--- src/rtl/dec_scan_seq_if.sv ---
// Bundle between the scan sequencer and whatever drives it (controller or bench).
// The master drives the sweep controls. The slave (the sequencer) drives the decoder select and enable lines.
interface dec_scan_seq_if;
  logic       start;
  logic       stop;
  logic       cont;
  logic [2:0] first_addr;
  logic [2:0] last_addr;
  logic       A0;
  logic       A1;
  logic       A2;
  logic       E1_n;
  logic       E2_n;
  logic       E3;
  logic       busy;
  logic       sweep_done;

  modport master (
    output start, stop, cont, first_addr, last_addr,
    input  A0, A1, A2, E1_n, E2_n, E3, busy, sweep_done
  );

  modport slave (
    input  start, stop, cont, first_addr, last_addr,
    output A0, A1, A2, E1_n, E2_n, E3, busy, sweep_done
  );
endinterface

--- src/rtl/dec_scan_seq.sv ---
// Address-window scanner for a 3-to-8 active-low decoder.
// Each address is held for DWELL enabled cycles, with BLANK disabled cycles between addresses.
module dec_scan_seq #(
  parameter int DWELL = 4,
  parameter int BLANK = 1,
  parameter int CNT_W = 16
) (
  input  logic           clk,
  input  logic           rst,
  dec_scan_seq_if.slave  bus
);

  typedef enum logic [1:0] {IDLE, ACTIVE, BLANKING} state_t;

  localparam logic [CNT_W-1:0] DWELL_LAST = CNT_W'(DWELL - 1);
  localparam logic [CNT_W-1:0] BLANK_LAST = (BLANK > 0) ? CNT_W'(BLANK - 1) : '0;

  state_t           state_reg, state_next;
  logic [CNT_W-1:0] cnt_reg, cnt_next;
  logic [2:0]       addr_reg, addr_next;
  logic             cont_reg, cont_next;
  logic [2:0]       first_reg, first_next;
  logic [2:0]       last_reg, last_next;
  logic             done_next;
  logic             en_reg, en_n_reg, busy_reg, done_reg;
  logic [2:0]       step_addr;

  // Address to use for the next slot: wrap to the window start after the last address.
  assign step_addr = (addr_reg == last_reg) ? first_reg : addr_reg + 3'd1;

  always_comb begin
    state_next = state_reg;
    cnt_next   = cnt_reg;
    addr_next  = addr_reg;
    cont_next  = cont_reg;
    first_next = first_reg;
    last_next  = last_reg;
    done_next  = 1'b0;
    case (state_reg)
      IDLE: begin
        addr_next = 3'd0;
        if (bus.start) begin
          cont_next  = bus.cont;
          first_next = bus.first_addr;
          last_next  = bus.last_addr;
          addr_next  = bus.first_addr;
          cnt_next   = '0;
          state_next = ACTIVE;
        end
      end
      ACTIVE: begin
        if (bus.stop) begin
          state_next = IDLE;
          addr_next  = 3'd0;
          cnt_next   = '0;
        end else if (cnt_reg == DWELL_LAST) begin
          cnt_next = '0;
          if (addr_reg == last_reg && !cont_reg) begin
            state_next = IDLE;
            addr_next  = 3'd0;
            done_next  = 1'b1;
          end else if (BLANK > 0) begin
            state_next = BLANKING;
          end else begin
            addr_next = step_addr;
          end
        end else begin
          cnt_next = cnt_reg + 1'b1;
        end
      end
      BLANKING: begin
        if (bus.stop) begin
          state_next = IDLE;
          addr_next  = 3'd0;
          cnt_next   = '0;
        end else if (cnt_reg == BLANK_LAST) begin
          // The address only moves on the edge that re-enables the decoder.
          state_next = ACTIVE;
          addr_next  = step_addr;
          cnt_next   = '0;
        end else begin
          cnt_next = cnt_reg + 1'b1;
        end
      end
      default: begin
        state_next = IDLE;
        addr_next  = 3'd0;
        cnt_next   = '0;
      end
    endcase
  end

  always_ff @(posedge clk) begin
    if (rst) begin
      state_reg <= IDLE;
      cnt_reg   <= '0;
      addr_reg  <= 3'd0;
      cont_reg  <= 1'b0;
      first_reg <= 3'd0;
      last_reg  <= 3'd0;
      en_reg    <= 1'b0;
      en_n_reg  <= 1'b1;
      busy_reg  <= 1'b0;
      done_reg  <= 1'b0;
    end else begin
      state_reg <= state_next;
      cnt_reg   <= cnt_next;
      addr_reg  <= addr_next;
      cont_reg  <= cont_next;
      first_reg <= first_next;
      last_reg  <= last_next;
      en_reg    <= (state_next == ACTIVE);
      en_n_reg  <= (state_next != ACTIVE);
      busy_reg  <= (state_next != IDLE);
      done_reg  <= done_next;
    end
  end

  assign bus.A0         = addr_reg[0];
  assign bus.A1         = addr_reg[1];
  assign bus.A2         = addr_reg[2];
  assign bus.E3         = en_reg;
  assign bus.E1_n       = en_n_reg;
  assign bus.E2_n       = en_n_reg;
  assign bus.busy       = busy_reg;
  assign bus.sweep_done = done_reg;

endmodule
--- src/flat_wrapper.sv ---
// flat-port wrapper written by rule: the top's interface ports become plain ports
module dec_scan_seq_flat 
#(
  parameter int DWELL = 4,
  parameter int BLANK = 1,
  parameter int CNT_W = 16
)
  (clk, rst, bus_start, bus_stop, bus_cont, bus_first_addr, bus_last_addr, bus_A0, bus_A1, bus_A2, bus_E1_n, bus_E2_n, bus_E3, bus_busy, bus_sweep_done);
  dec_scan_seq_if bus_i ();
  input  logic clk;
  input  logic rst;
  input wire logic [$bits(bus_i.start)-1:0] bus_start;
  input wire logic [$bits(bus_i.stop)-1:0] bus_stop;
  input wire logic [$bits(bus_i.cont)-1:0] bus_cont;
  input wire logic [$bits(bus_i.first_addr)-1:0] bus_first_addr;
  input wire logic [$bits(bus_i.last_addr)-1:0] bus_last_addr;
  output wire logic [$bits(bus_i.A0)-1:0] bus_A0;
  output wire logic [$bits(bus_i.A1)-1:0] bus_A1;
  output wire logic [$bits(bus_i.A2)-1:0] bus_A2;
  output wire logic [$bits(bus_i.E1_n)-1:0] bus_E1_n;
  output wire logic [$bits(bus_i.E2_n)-1:0] bus_E2_n;
  output wire logic [$bits(bus_i.E3)-1:0] bus_E3;
  output wire logic [$bits(bus_i.busy)-1:0] bus_busy;
  output wire logic [$bits(bus_i.sweep_done)-1:0] bus_sweep_done;
  assign bus_i.start = bus_start;
  assign bus_i.stop = bus_stop;
  assign bus_i.cont = bus_cont;
  assign bus_i.first_addr = bus_first_addr;
  assign bus_i.last_addr = bus_last_addr;
  assign bus_A0 = bus_i.A0;
  assign bus_A1 = bus_i.A1;
  assign bus_A2 = bus_i.A2;
  assign bus_E1_n = bus_i.E1_n;
  assign bus_E2_n = bus_i.E2_n;
  assign bus_E3 = bus_i.E3;
  assign bus_busy = bus_i.busy;
  assign bus_sweep_done = bus_i.sweep_done;
  dec_scan_seq #(.DWELL(DWELL), .BLANK(BLANK), .CNT_W(CNT_W)) u_core (.clk(clk), .rst(rst), .bus(bus_i));
endmodule
--- config.mk ---
export PLATFORM = sky130hd
export DESIGN_NAME = dec_scan_seq_flat
export DESIGN_NICKNAME = d
export VERILOG_FILES = /design/src/rtl/dec_scan_seq_if.sv /design/src/rtl/dec_scan_seq.sv /design/src/flat_wrapper.sv
export SDC_FILE = /design/constraint.sdc
export NUM_CORES = 1
export LEC_CHECK = 0
export ABC_AREA = 1
export ABC_CLOCK_PERIOD_IN_PS = 3200
export BUFFER_PORTS_ARGS = -buffer_cell sky130_fd_sc_hd__clkbuf_2
export CAP_MARGIN = 10
export CORE_MARGIN = 3
export CORE_UTILIZATION = 60
export DETAILED_ROUTE_END_ITERATION = 10
export GPL_TIMING_DRIVEN = 0
export PLACE_DENSITY = 0.82
export SLEW_MARGIN = 40
export SYNTH_ARGS = -nofsm -noshare
export SYNTH_HDL_FRONTEND = slang
export SYNTH_SLANG_ARGS = --single-unit
--- constraint.sdc ---
create_clock -name clk -period 3.2 [get_ports clk]
set_clock_uncertainty 0.1 [all_clocks]
set_input_delay 0.48 -clock clk [delete_from_list [all_inputs] [get_ports clk]]
set_output_delay 0.48 -clock clk [all_outputs]
set_load 0.01 [all_outputs]
# Word level (Yosys, flattened, before mapping)
# Index checks and enable logic that the tools add are counted.
[word_totals]
ff_bits = 32
input_bits = 11
output_inout_bits = 8
word_cells = 54
[classes]
addsub = 2
eq_ne = 10
muxes = 22
bitwise = 2
n_reduce_logical = 8
[op_table]
columns = ["op", "n"]
rows = [
  ["two-way mux 16 bit", 5],
  ["case mux 16 bit (3 select lines)", 1],
  ["two-way mux 3 bit", 7],
  ["adder 16 x 1 -> 16 bit, second input constant", 1],
  ["equality test 16 x 2 -> 1 bit, second input constant", 1],
  ["logical NOT 16 bit", 1],
  ["two-way mux 2 bit", 6],
  ["!= test 3 x 2 -> 1 bit, second input constant", 3],
  ["case mux 3 bit (3 select lines)", 1],
  ["case mux 2 bit (3 select lines)", 1],
  ["equality test 2 x 1 -> 1 bit, second input constant", 2],
  ["OR reduction 4 bit", 1],
  ["adder 3 x 1 -> 3 bit, second input constant", 1],
  ["equality test 3 bit", 1],
  ["AND reduction 3 bit", 1],
  ["equality test 2 bit, second input constant", 1],
  ["logical NOT 2 bit", 1],
  ["!= test 2 x 1 -> 1 bit, second input constant", 1],
  ["!= test 2 bit, second input constant", 1],
  ["inverter 1 bit", 2],
  ["AND reduction 2 bit", 1],
  ["nonzero test 2 bit", 1],
  ["logical AND 1 bit", 1],
  ["logical NOT 1 bit", 1],
  ["two-way mux 1 bit", 1],
]

# Depth between registers and ports, before layout
# Gate-level depths: netlist of run 1.
[depth]
word_depth = 7
depth_mapped = 12
mapped_depth_nobuf = 11

# Worst setup path before layout of run 1
# No wires, ideal clock.
[synth_path]
path_kind = "register to register"
from = "register u_core.cnt_reg[0]"
to = "register u_core.cnt_reg[9]"
setup_ps = 114
arrival_ps = 1314
t_required_ps = 2986
slack_ps = 1671
path_stages_with_launch = 12
n_path_buf = 1
period_less_slack_ps = 1529
cell_sequence = "dfxtp_1 > ha_1 > nand3_1 > nor2_1 > nand2_1 > nand2_2 > nand2_1 > nand2_2 > nand2_2 > nand2_2 > buf_6 > nor2_1"
[synth_between]
elab_chain_cells = 4
elab_cells_between_ends = 8
classes_between = "add/sub: 1; eq/ne: 1; mux: 5; reduce/logical: 1"
[synth_lines]
columns = ["element", "line", "source"]
rows = [
  ["start, declared", "dec_scan_seq.sv:19", "logic [CNT_W-1:0] cnt_reg, cnt_next;"],
  ["start signal, assigned", "dec_scan_seq.sv:107", "cnt_reg <= cnt_next;"],
  ["adder 16 x 1 -> 16 bit, or another cell as far along", "dec_scan_seq.sv:68, dec_scan_seq.sv:82", ""],
  ["two-way mux 16 bit (on tied branches)", "dec_scan_seq.sv:76, dec_scan_seq.sv:56", ""],
  ["two-way mux 16 bit (on tied branches)", "dec_scan_seq.sv:72, dec_scan_seq.sv:52", ""],
  ["case mux 16 bit (3 select lines) (*)", "dec_scan_seq.sv:39", "case (state_reg)"],
]
# Every way passes the cells marked *; elsewhere a longest branch is shown, timed or not.
# A chain may end at the register's enable or synchronous reset.

# Worst setup path in the final report of run 1
[layout_path]
from = "register u_core.cnt_reg[1]"
to = "register u_core.cnt_reg[3]"
# Same word-level chain as after synthesis.

==> impl_metrics.yaml, run 1 <==
global_routing:
  grt_pass1_vias: 1318
  grt_overflow: 0
  antenna_found_initial: 0
  grt_pass1_wl_mm: 5.76
  gr-usage-all-layers_pct: 22.0
  grt_start_max_net_pins: 11
sta:
  setup_viol: 0
  maxSlewHeadroom_pct: 71.7
  fmax_ghz: 0.574
  timing.final.crit_period_ns: 1.74
  fin_tns_setup_ns: 0
  rsz0062_at_grt: "false"
  hold_viol_final: 0
  maxSlewViolCount: 0
  holdWs_ns: 0.301
  worst_pin_slew_ns: 0.424
  finalWorstSetupSlack_ns: 1.46
  fin_crit_sh_pct: 54.4
routing:
  routedWlPerCell_um: 10.6
  drtPass1Iterations: 4
  top_layer_used: "met4"
  route.met2.wl_mm: 1.36
  via_per_inst: 4.96
  drc_errors: 0
  drt-total-wl_mm: 3.17
  ant_nets: 0
  via_count: 1483
  drt_iter0_markers: 60
  drt-met1-wl_mm: 1.64
  wl_met3_um: 123
synth:
  synth_common_cells: "nand2_1 (68), nor2_1 (37), dfxtp_1 (32)"
  syn_avg_cell_area_um2: 6.76
  synth_top_cell_area_share_pct: 38.7
  synth_most_common_cell: "nand2_1"
  synthTopCellsByArea: "dfxtp_1 (39%), nand2_1 (15%), nor2_1 (8.4%)"
  synth_edf_count: 0
  ys_seq_area_share_pct: 38.7
  synth_cells: 245
  syn_area_um2: 1660
  yosysTopAreaCell: "dfxtp_1"
  synth.distinct_cells: 23
  synthArstFlopShare_pct: 0
  ys_seq_elements: 32
  synth_nets: 263
  ys.flop_type: "dfxtp_1"
  ys_warn_count: 0
die:
  rows: 18
  coreArea_um2: 2540
  design.die.area_um2: 3430
  initial_core_util_pct: 65.1
  io_pins: 19
  fp.dieH_um: 58.5
  die_x_um: 58.5
clock_network:
  holdBufCountCts: 0
  cts_tree: "built"
  cts_root_buf: "clkbuf_4"
  worstSkewPairLatency_ns: 0.33
  cts_max_level: 2
  post-cts-setup-buffers: 0
  clk_pin_slew_worst_paths_ns: 0.09
  clock-sinks: 32
  ctsResizeCount: 0
  clk_path_buf_depth: 2
  cts_buffers: 5
critical_path:
  endpoint: "u_core.cnt_reg[3]"
  startpoint_type: "flip-flop"
  cp-end-kind: "flip-flop"
  timing.rr.end: "u_core.cnt_reg[3]"
  timing.rr.start: "u_core.cnt_reg[1]"
  cp-startpoint: "u_core.cnt_reg[1]"
  reg2reg_depth: 11
  critPathMaxFanout: 10
  r2r_slack_ns: 1.46
  worstSetupPathType: "reg2reg"
  required_ns: 3.33
  arrival_ns: 1.87
finish:
  area.growth.synth_to_final_pct: 10.2
  final_area_um2: 1830
  largest_reg_flops: 16
  layout.nets: 287
  drive_gt1_share_pct: 13.4
  antenna_cells: 0
  layout.cells.non_filler: 299
  utilization_pct: 71.7
power_and_ir_drop:
  ir_drop_v: 0.000431
  cellPowerDensity_nw_per_um2: 406
  p_int_uw: 533
  switching_share_pct: 28.1
  clkPwrFrac_pct: 28.5
  sequentialPowerShare_pct: 57.2
  comb_power_share_pct: 14.4
  leakage_nw: 0.793
  power_uw: 742
  p_switching_uw: 209
placed_design:
  dp_cells: 292
  place.port_buffers: 17
  place_hpwl_mm: 2.41
  place.gp.congestion: 0.866
  post-place-ws_ns: 1.46
  place_area_um2: 1780
run_status:
  status: "finished, final reports clean"
run:
  drv_cap: 0
hold_path:
  min_path_type: "in2reg"
## worst max-delay path, stage by stage (launching register included)
cell and delay (ns):
dfxtp_1 0.38, ha_1 0.21, nand3_1 0.09, nor2_1 0.16, nand2_1 0.11, nand2_2 0.11
nand2_1 0.07, nand2_2 0.08, nand2_2 0.05, nand2_2 0.09, buf_6 0.15, nor2_1 0.05
## cells by family after synthesis
kind of cell | synth area share (%)
adders and majority gates | 5.29
buffers and inverters | 8.46
AOI/OAI and AO/OA | 8.46
xor gates and xnor gates | 4.76
DFF | 38.7
and+or+nand+nor | 34.4
## cell type report
class / instances / area (um2)
clock buffers: 6 / 41.3
clock inverters: 1 / 5.00
repair buffers: 17 / 85.1
flip-flops and latches: 32 / 641
well taps: 30 / 37.5
plain buffers: 5 / 31.3
multi-input cells: 179 / 876
inverters: 29 / 109
fillers: 229 / 719
## how the worst min path moves through the flow
stage	from	end	slack, ns	cells after the start
6_report	bus_last_addr[2]	u_core.last_reg[2]	0.30	3
5_1_grt	bus_last_addr[2]	u_core.last_reg[2]	0.31	3
4_1_cts	bus_last_addr[2]	u_core.last_reg[2]	0.29	3
3_5_place_dp	u_core.first_reg[1]	u_core.first_reg[1]	0.36	2
3_3_place_gp	u_core.cont_reg	u_core.cont_reg	0.35	2
2_1_floorplan	u_core.cont_reg	u_core.cont_reg	0.33	2
## layout by cell type (no fill, tap or decap), types with 2 or more instances in the layout
master,count
nand2_1,68
nor2_1,37
dfxtp_1,32
inv_1,27
clkbuf_2,17
a21oi_1,14
o21ai_0,14
nand3_1,9
nor3_1,7
xor2_1,7
ha_1,7
clkbuf_4,5
nand4_1,4
nand2_2,4
clkbuf_1,3
xnor2_1,2
nor2_2,2
inv_2,2
## power by group through the flow
stage | clock (mW) | sequential [mW] | combinational (mW)
after floorplan | 0 | 0.434 | 0.0737
after global placement | 0 | 0.433 | 0.105
after detailed placement | 0 | 0.433 | 0.107
after CTS | 0.219 | 0.424 | 0.108
after global routing | 0.234 | 0.426 | 0.123
final | 0.211 | 0.424 | 0.107
## per-layer routing
layer	vias to the layer above	track usage [%]
li1	814	-
met1	641	30.7
met2	22	31.6
met3	6	6.58
met4	0	8.94
met5	-	0
Power figures use the tool's default switching activity.
==> run 2, diff against run 1 <==
--- a/config.mk
+++ b/config.mk
@@ -6,14 +6,14 @@
 export NUM_CORES = 1
 export LEC_CHECK = 0
 export ABC_AREA = 1
-export ABC_CLOCK_PERIOD_IN_PS = 3200
+export ABC_CLOCK_PERIOD_IN_PS = 1550
 export BUFFER_PORTS_ARGS = -buffer_cell sky130_fd_sc_hd__clkbuf_2
 export CAP_MARGIN = 10
 export CORE_MARGIN = 3
-export CORE_UTILIZATION = 60
+export CORE_UTILIZATION = 51
 export DETAILED_ROUTE_END_ITERATION = 10
 export GPL_TIMING_DRIVEN = 0
-export PLACE_DENSITY = 0.82
+export PLACE_DENSITY = 0.74
 export SLEW_MARGIN = 40
 export SYNTH_ARGS = -nofsm -noshare
 export SYNTH_HDL_FRONTEND = slang
==> constraint.sdc (replaced) <==
create_clock -name clk -period 1.55 [get_ports clk]
set_clock_uncertainty 0.1 [all_clocks]
set_input_delay 0.2325 -clock clk [delete_from_list [all_inputs] [get_ports clk]]
set_output_delay 0.2325 -clock clk [all_outputs]
set_load 0.01 [all_outputs]
==> run 2 against run 1 <==
- the run now ends with setup timing left
- combinational power increased to 3.0 times the previous value
- count of clock-buffer cells in the layout increased by 1
- via count increased by 18%
- wire length increased by 43%
- maximum frequency increased by 3.6%
- die area increased by 16%
- sequential power increased by 110%
- clock power increased to 3.4 times the previous value
- critical path depth unchanged
- first-iteration DRC count increased by 110%
- global-route usage decreased by 0.80 points
- critical path type unchanged
==> impl_metrics.yaml, run 2 (synthesis results as in run 1) <==
finish:
  area.growth.synth_to_final_pct: 37.8
  largest_reg_flops: 16
  layout.nets: 306
  final_common_cell: "nand2_1"
  antenna_cells: 0
  layout_common_cells: "nand2_1 (58), nor2_1 (27), dfxtp_1 (21), inv_1 (19), clkbuf_2 (18)"
  drive_gt1_share_pct: 38.4
routing:
  routedWlPerCell_um: 13.6
  drt_iter0_markers: 123
  drtPass1Iterations: 5
  ant_nets: 0
  via_per_inst: 5.23
  drt-total-wl_mm: 4.54
  drc_errors: 0
  via_count: 1743
global_routing:
  antenna_found_initial: 0
  grt_pass1_vias: 1570
  grt_start_max_net_pins: 11
  grt_overflow: 0
  gr-usage-all-layers_pct: 21.2
  grt_pass1_wl_mm: 6.78
power_and_ir_drop:
  leakage_nw: 0.960
  cellPowerDensity_nw_per_um2: 842
  ir_drop_v: 0.000726
run_status:
  status: "finished, violations left"
  violations: "setup timing"
sta:
  fin_crit_sh_pct: 109
  rsz0062_at_grt: "true"
  fmax_ghz: 0.595
  setup_viol: 19
  maxSlewViolCount: 0
  worst_pin_slew_ns: 0.463
  holdWs_ns: 0.0299
  timing.final.crit_period_ns: 1.68
  finalWorstSetupSlack_ns: -0.132
  maxSlewHeadroom_pct: 69.1
  fin_tns_setup_ns: -1.43
  hold_viol_final: 0
placed_design:
  place.gp.congestion: 0.845
  place_hpwl_mm: 2.46
  place.port_buffers: 17
die:
  fp.dieH_um: 63.0
  initial_core_util_pct: 53.8
  rows: 20
  coreArea_um2: 3080
  io_pins: 19
  die_x_um: 63.0
  design.die.area_um2: 3970
clock_network:
  clk_path_buf_depth: 2
  clock-sinks: 32
  cts_buffers: 5
  holdBufCountCts: 0
  clk_pin_slew_worst_paths_ns: 0.10
  cts_tree: "built"
  worstSkewPairLatency_ns: 0.34
  cts_max_level: 2
  cts_root_buf: "clkbuf_4"
critical_path:
  startpoint_type: "flip-flop"
  critPathMaxFanout: 5
  reg2reg_depth: 11
  cp_num_buf_inv: 1
  path_delay_family: "simple AND/OR/NAND/NOR gates"
  cp-startpoint: "u_core.cnt_reg[1]"
  cpPeakStageDelay_ns: 0.40
  path_cells: "ha_4, nand3_4, nor2_4, nand2_2, nand2_4, nand2_2, nand2_2, nand2_2, nand2_4, buf_6, nor2_1"
  required_ns: 1.69
  cp-end-kind: "flip-flop"
  worstSetupPathType: "reg2reg"
  cp_common_cell: "nand2_2"
  timing.rr.start: "u_core.cnt_reg[1]"
  timing.rr.end: "u_core.cnt_reg[14]"
  r2r_slack_ns: -0.13
  cpMaxStageDelayCell: "dfxtp_4"
  arrival_ns: 1.82
hold_path:
  holdPathStages: 3
  hold_path_startpoint: "bus_first_addr[2]"
  holdPathEnd: "u_core.first_reg[2]"
  min_path_type: "in2reg"
run:
  drv_cap: 0
run 2: changes by cell type in the layout (fill, tap and decap cells not counted), sizes merged:
cell,delta
bufinv,+1
inv,-1
buf,+18
clkinv,+1
clkbuf,+1
run 2: how the worst max path moves through the flow:
stage          slack (ns)                 end  cells after the start
5_1_grt             -0.20   u_core.cnt_reg[6]                     11
3_5_place_dp        -0.14   u_core.cnt_reg[3]                      8
6_report            -0.13  u_core.cnt_reg[14]                     11
4_1_cts             -0.03   u_core.cnt_reg[6]                     12
2_1_floorplan        0.02   u_core.cnt_reg[9]                     11
3_3_place_gp        -0.13   u_core.cnt_reg[3]                      8
run 2: repair_timing:
action,CTS,global route
gates resized for setup,31,52
pin swaps,16,12
gates cloned,1,1
setup buffers,9,8
setup endpoints to repair,26,32
run 2: final cells by class:
class / count / area [um2]
Timing Repair Buffer: 35 / 231
Clock inverter: 1 / 30.0
Timing Repair inverter: 1 / 5.00
Sequential cell: 32 / 662
Fill cell: 215 / 796
Tap cell: 44 / 55.1
Clock buffer: 7 / 65.1
Inverter: 29 / 124
Buffer: 5 / 38.8
Multi-Input combinational cell: 179 / 1070
run 2: per-layer routing:
metal  GRT usage [%]  vias to the layer above  part of all wire, %
met5               0                        -                    0
met4            6.89                        0                  2.8
met3            6.47                       15                  6.1
met2            35.3                       60                   50
met1            26.0                      809                   41
li1                -                      859                    -
run 2: power by group:
part           total (mW)  internal (mW)  switching, mW
logic               0.320          0.133          0.187
registers           0.878          0.853         0.0248
clock network       0.725          0.428          0.297
run 2: stage by stage:
step	worst slack, ns	utilization [%]	cells	area [um2]	power [mW]
2_1_floorplan	0.0213	-	245	1660	1.05
3_3_place_gp	-0.134	58.4	306	1800	1.11
3_5_place_dp	-0.144	58.4	306	1800	1.12
4_1_cts	-0.0344	66.7	324	2050	1.86
5_1_grt	-0.204	74.1	333	2280	2.03
6_report	-0.132	74.1	333	2280	1.92
run 2: worst min-delay path, cell delays in order:
cell,delay (ns)
clkbuf_2,0.08
nand2_1,0.07
a21oi_1,0.06
==> run 3, diff against run 2 <==
--- a/config.mk
+++ b/config.mk
@@ -14,6 +14,7 @@
 export DETAILED_ROUTE_END_ITERATION = 10
 export GPL_TIMING_DRIVEN = 0
 export PLACE_DENSITY = 0.74
+export SETUP_SLACK_MARGIN = 0.02
 export SLEW_MARGIN = 40
 export SYNTH_ARGS = -nofsm -noshare
 export SYNTH_HDL_FRONTEND = slang
==> run 3 against run 2 <==
- the flow still finishes with violations (setup timing)
- sequential cell count unchanged
- maximum frequency up 2.0%
- first-iteration DRC count down 0.81%
- worst setup slack better by 0.033 ns
- clock power about the same
- sequential power about the same
- core utilization down 0.45 points
- worst hold slack better by 0.0047 ns
- register-to-register slack better by 0.03 ns
- critical path type unchanged
- largest cell class unchanged
==> impl_metrics.yaml, run 3 (synthesis results as in run 1) <==
run_status:
  status: "finished, violations left"
  violations: "setup timing"
sta:
  maxSlewHeadroom_pct: 66.8
  hold_viol_final: 0
  fin_crit_sh_pct: 106
  rsz0062_at_grt: "true"
  timing.final.crit_period_ns: 1.65
  holdWs_ns: 0.0346
  finalWorstSetupSlack_ns: -0.0985
  fmax_ghz: 0.607
  setup_viol: 21
  maxSlewViolCount: 0
  worst_pin_slew_ns: 0.498
clock_network:
  clk_pin_slew_worst_paths_ns: 0.10
  cts_buffers: 5
  clk_path_buf_depth: 2
  worstSkewPairLatency_ns: 0.34
  cts_max_level: 2
  cts_tree: "built"
  clock-sinks: 32
  cts_root_buf: "clkbuf_4"
critical_path:
  cpPeakStageDelay_ns: 0.35
  required_ns: 1.69
  cpMaxStageDelayCell: "dfxtp_2"
  cp-end-kind: "flip-flop"
  arrival_ns: 1.79
  path_cells: "inv_2, ha_1, nand2_1, inv_1, nand2_2, buf_4, nand3_1, nand3_2, nor2_2, inv_1"
  cp_common_cell: "inv_1"
  critPathMaxFanout: 4
  worstSetupPathType: "reg2reg"
  r2r_slack_ns: -0.1
  startpoint_type: "flip-flop"
finish:
  layout.nets: 307
  area.growth.synth_to_final_pct: 36.9
  antenna_cells: 0
  final_common_cell: "nand2_1"
  largest_reg_flops: 16
  layout_common_cells: "nand2_1 (60), nor2_1 (27), dfxtp_1 (21), inv_1 (19)"
  drive_gt1_share_pct: 38.3
  utilization_pct: 73.7
die:
  rows: 20
  io_pins: 19
  fp.dieH_um: 63.0
  design.die.area_um2: 3970
  coreArea_um2: 3080
  die_x_um: 63.0
  initial_core_util_pct: 53.8
global_routing:
  antenna_found_initial: 0
  grt_pass1_wl_mm: 6.78
  grt_pass1_vias: 1556
  grt_start_max_net_pins: 11
  gr-usage-all-layers_pct: 21.3
  grt_overflow: 0
power_and_ir_drop:
  p_int_mw: 1.42
  ir_drop_v: 0.000737
  leakage_nw: 0.958
  comb_power_share_pct: 16.9
  sequentialPowerShare_pct: 45.6
  clkPwrFrac_pct: 37.5
  cellPowerDensity_nw_per_um2: 849
  p_switching_uw: 510
  switching_share_pct: 26.5
routing:
  ant_nets: 0
  drtPass1Iterations: 4
  via_count: 1753
  drt_iter0_markers: 122
  routedWlPerCell_um: 13.6
  drc_errors: 0
  via_per_inst: 5.25
  drt-total-wl_mm: 4.54
placed_design:
  place_hpwl_mm: 2.46
  place.gp.congestion: 0.845
  place.port_buffers: 17
hold_path:
  min_path_type: "in2reg"
run:
  drv_cap: 0
==> run 3: cell count changes in the layout (fill, tap and decap cells not counted), moves of 2 or more <==
cell and delta:
buf_4 +2, nand2_1 +2, nor2_2 +2, nand2_2 -2, nor2_4 -2
==> run 3: repair_timing <==
action                     CTS  global route
gates resized for setup     32            45
buffers inserted            11             7
pin swaps                   16            13
cloned                       1             1
setup endpoints to repair   28            32
hold buffers                 0             0
==> run 3: power groups by stage <==
stage	Combinational [mW]	Clock [mW]	Sequential [mW]
floorplan	0.152	0	0.896
global placement	0.220	0	0.893
detailed placement	0.223	0	0.894
CTS	0.256	0.736	0.875
global route	0.364	0.795	0.884
finish	0.326	0.722	0.878
==> run 3: stage by stage <==
| step | std cells | setup TNS, ns | setup WS [ns] | area (um2) | power (mW) |
|---|---|---|---|---|---|
| 5_1_grt | 334 | -4.01 | -0.222 | 2270 | 2.04 |
| 3_5_place_dp | 306 | -2.31 | -0.144 | 1800 | 1.12 |
| 6_report | 334 | -1.38 | -0.0985 | 2270 | 1.93 |
| 2_1_floorplan | 245 | 0 | 0.0213 | 1660 | 1.05 |
| 4_1_cts | 326 | -0.226 | -0.0343 | 2070 | 1.87 |
| 3_3_place_gp | 306 | -2.01 | -0.134 | 1800 | 1.11 |
==> run 3: worst max-delay path: cells and delay by family (launching register included) <==
| kind | cells | cell delay [ns] |
|---|---|---|
| adder cells (fa/ha/maj) | 1 | 0.15 |
| buffers and inverters | 4 | 0.40 |
| flip-flops | 1 | 0.35 |
| AND/OR/NAND/NOR | 5 | 0.55 |
==> run 3: routing by layer <==
metal | GRT usage, % | up-vias | wire length, um | part of all wire (%)
met5 | 0 | - | 0 | 0
met4 | 7.71 | 0 | 116 | 2.6
met3 | 6.47 | 14 | 288 | 6.3
met2 | 35.0 | 63 | 2320 | 51
met1 | 26.0 | 818 | 1810 | 40
li1 | - | 858 | - | -
==> run 3: worst paths after layout <==
kind | end | depth (start not counted) | startpoint
setup / recovery | u_core.bus.E1_n | 10 | u_core.state_reg[1]
hold / removal | u_core.first_reg[2] | 3 | bus_first_addr[2]
setup reg to reg | u_core.bus.E1_n | 10 | u_core.state_reg[1]
hold reg to reg | u_core.cont_reg | 2 | u_core.cont_reg
==> run 3: layout make-up <==
| class | count | area, um2 |
|---|---|---|
| well taps | 44 | 55.1 |
| clock buffers | 7 | 65.1 |
| repair buffers | 36 | 235 |
| multi-input cells | 179 | 1060 |
| inverters | 29 | 121 |
| plain buffers | 5 | 38.8 |
| flip-flops and latches | 32 | 662 |
| clock inverters | 1 | 30.0 |
| fillers | 226 | 810 |
| repair inverters | 1 | 5.00 |
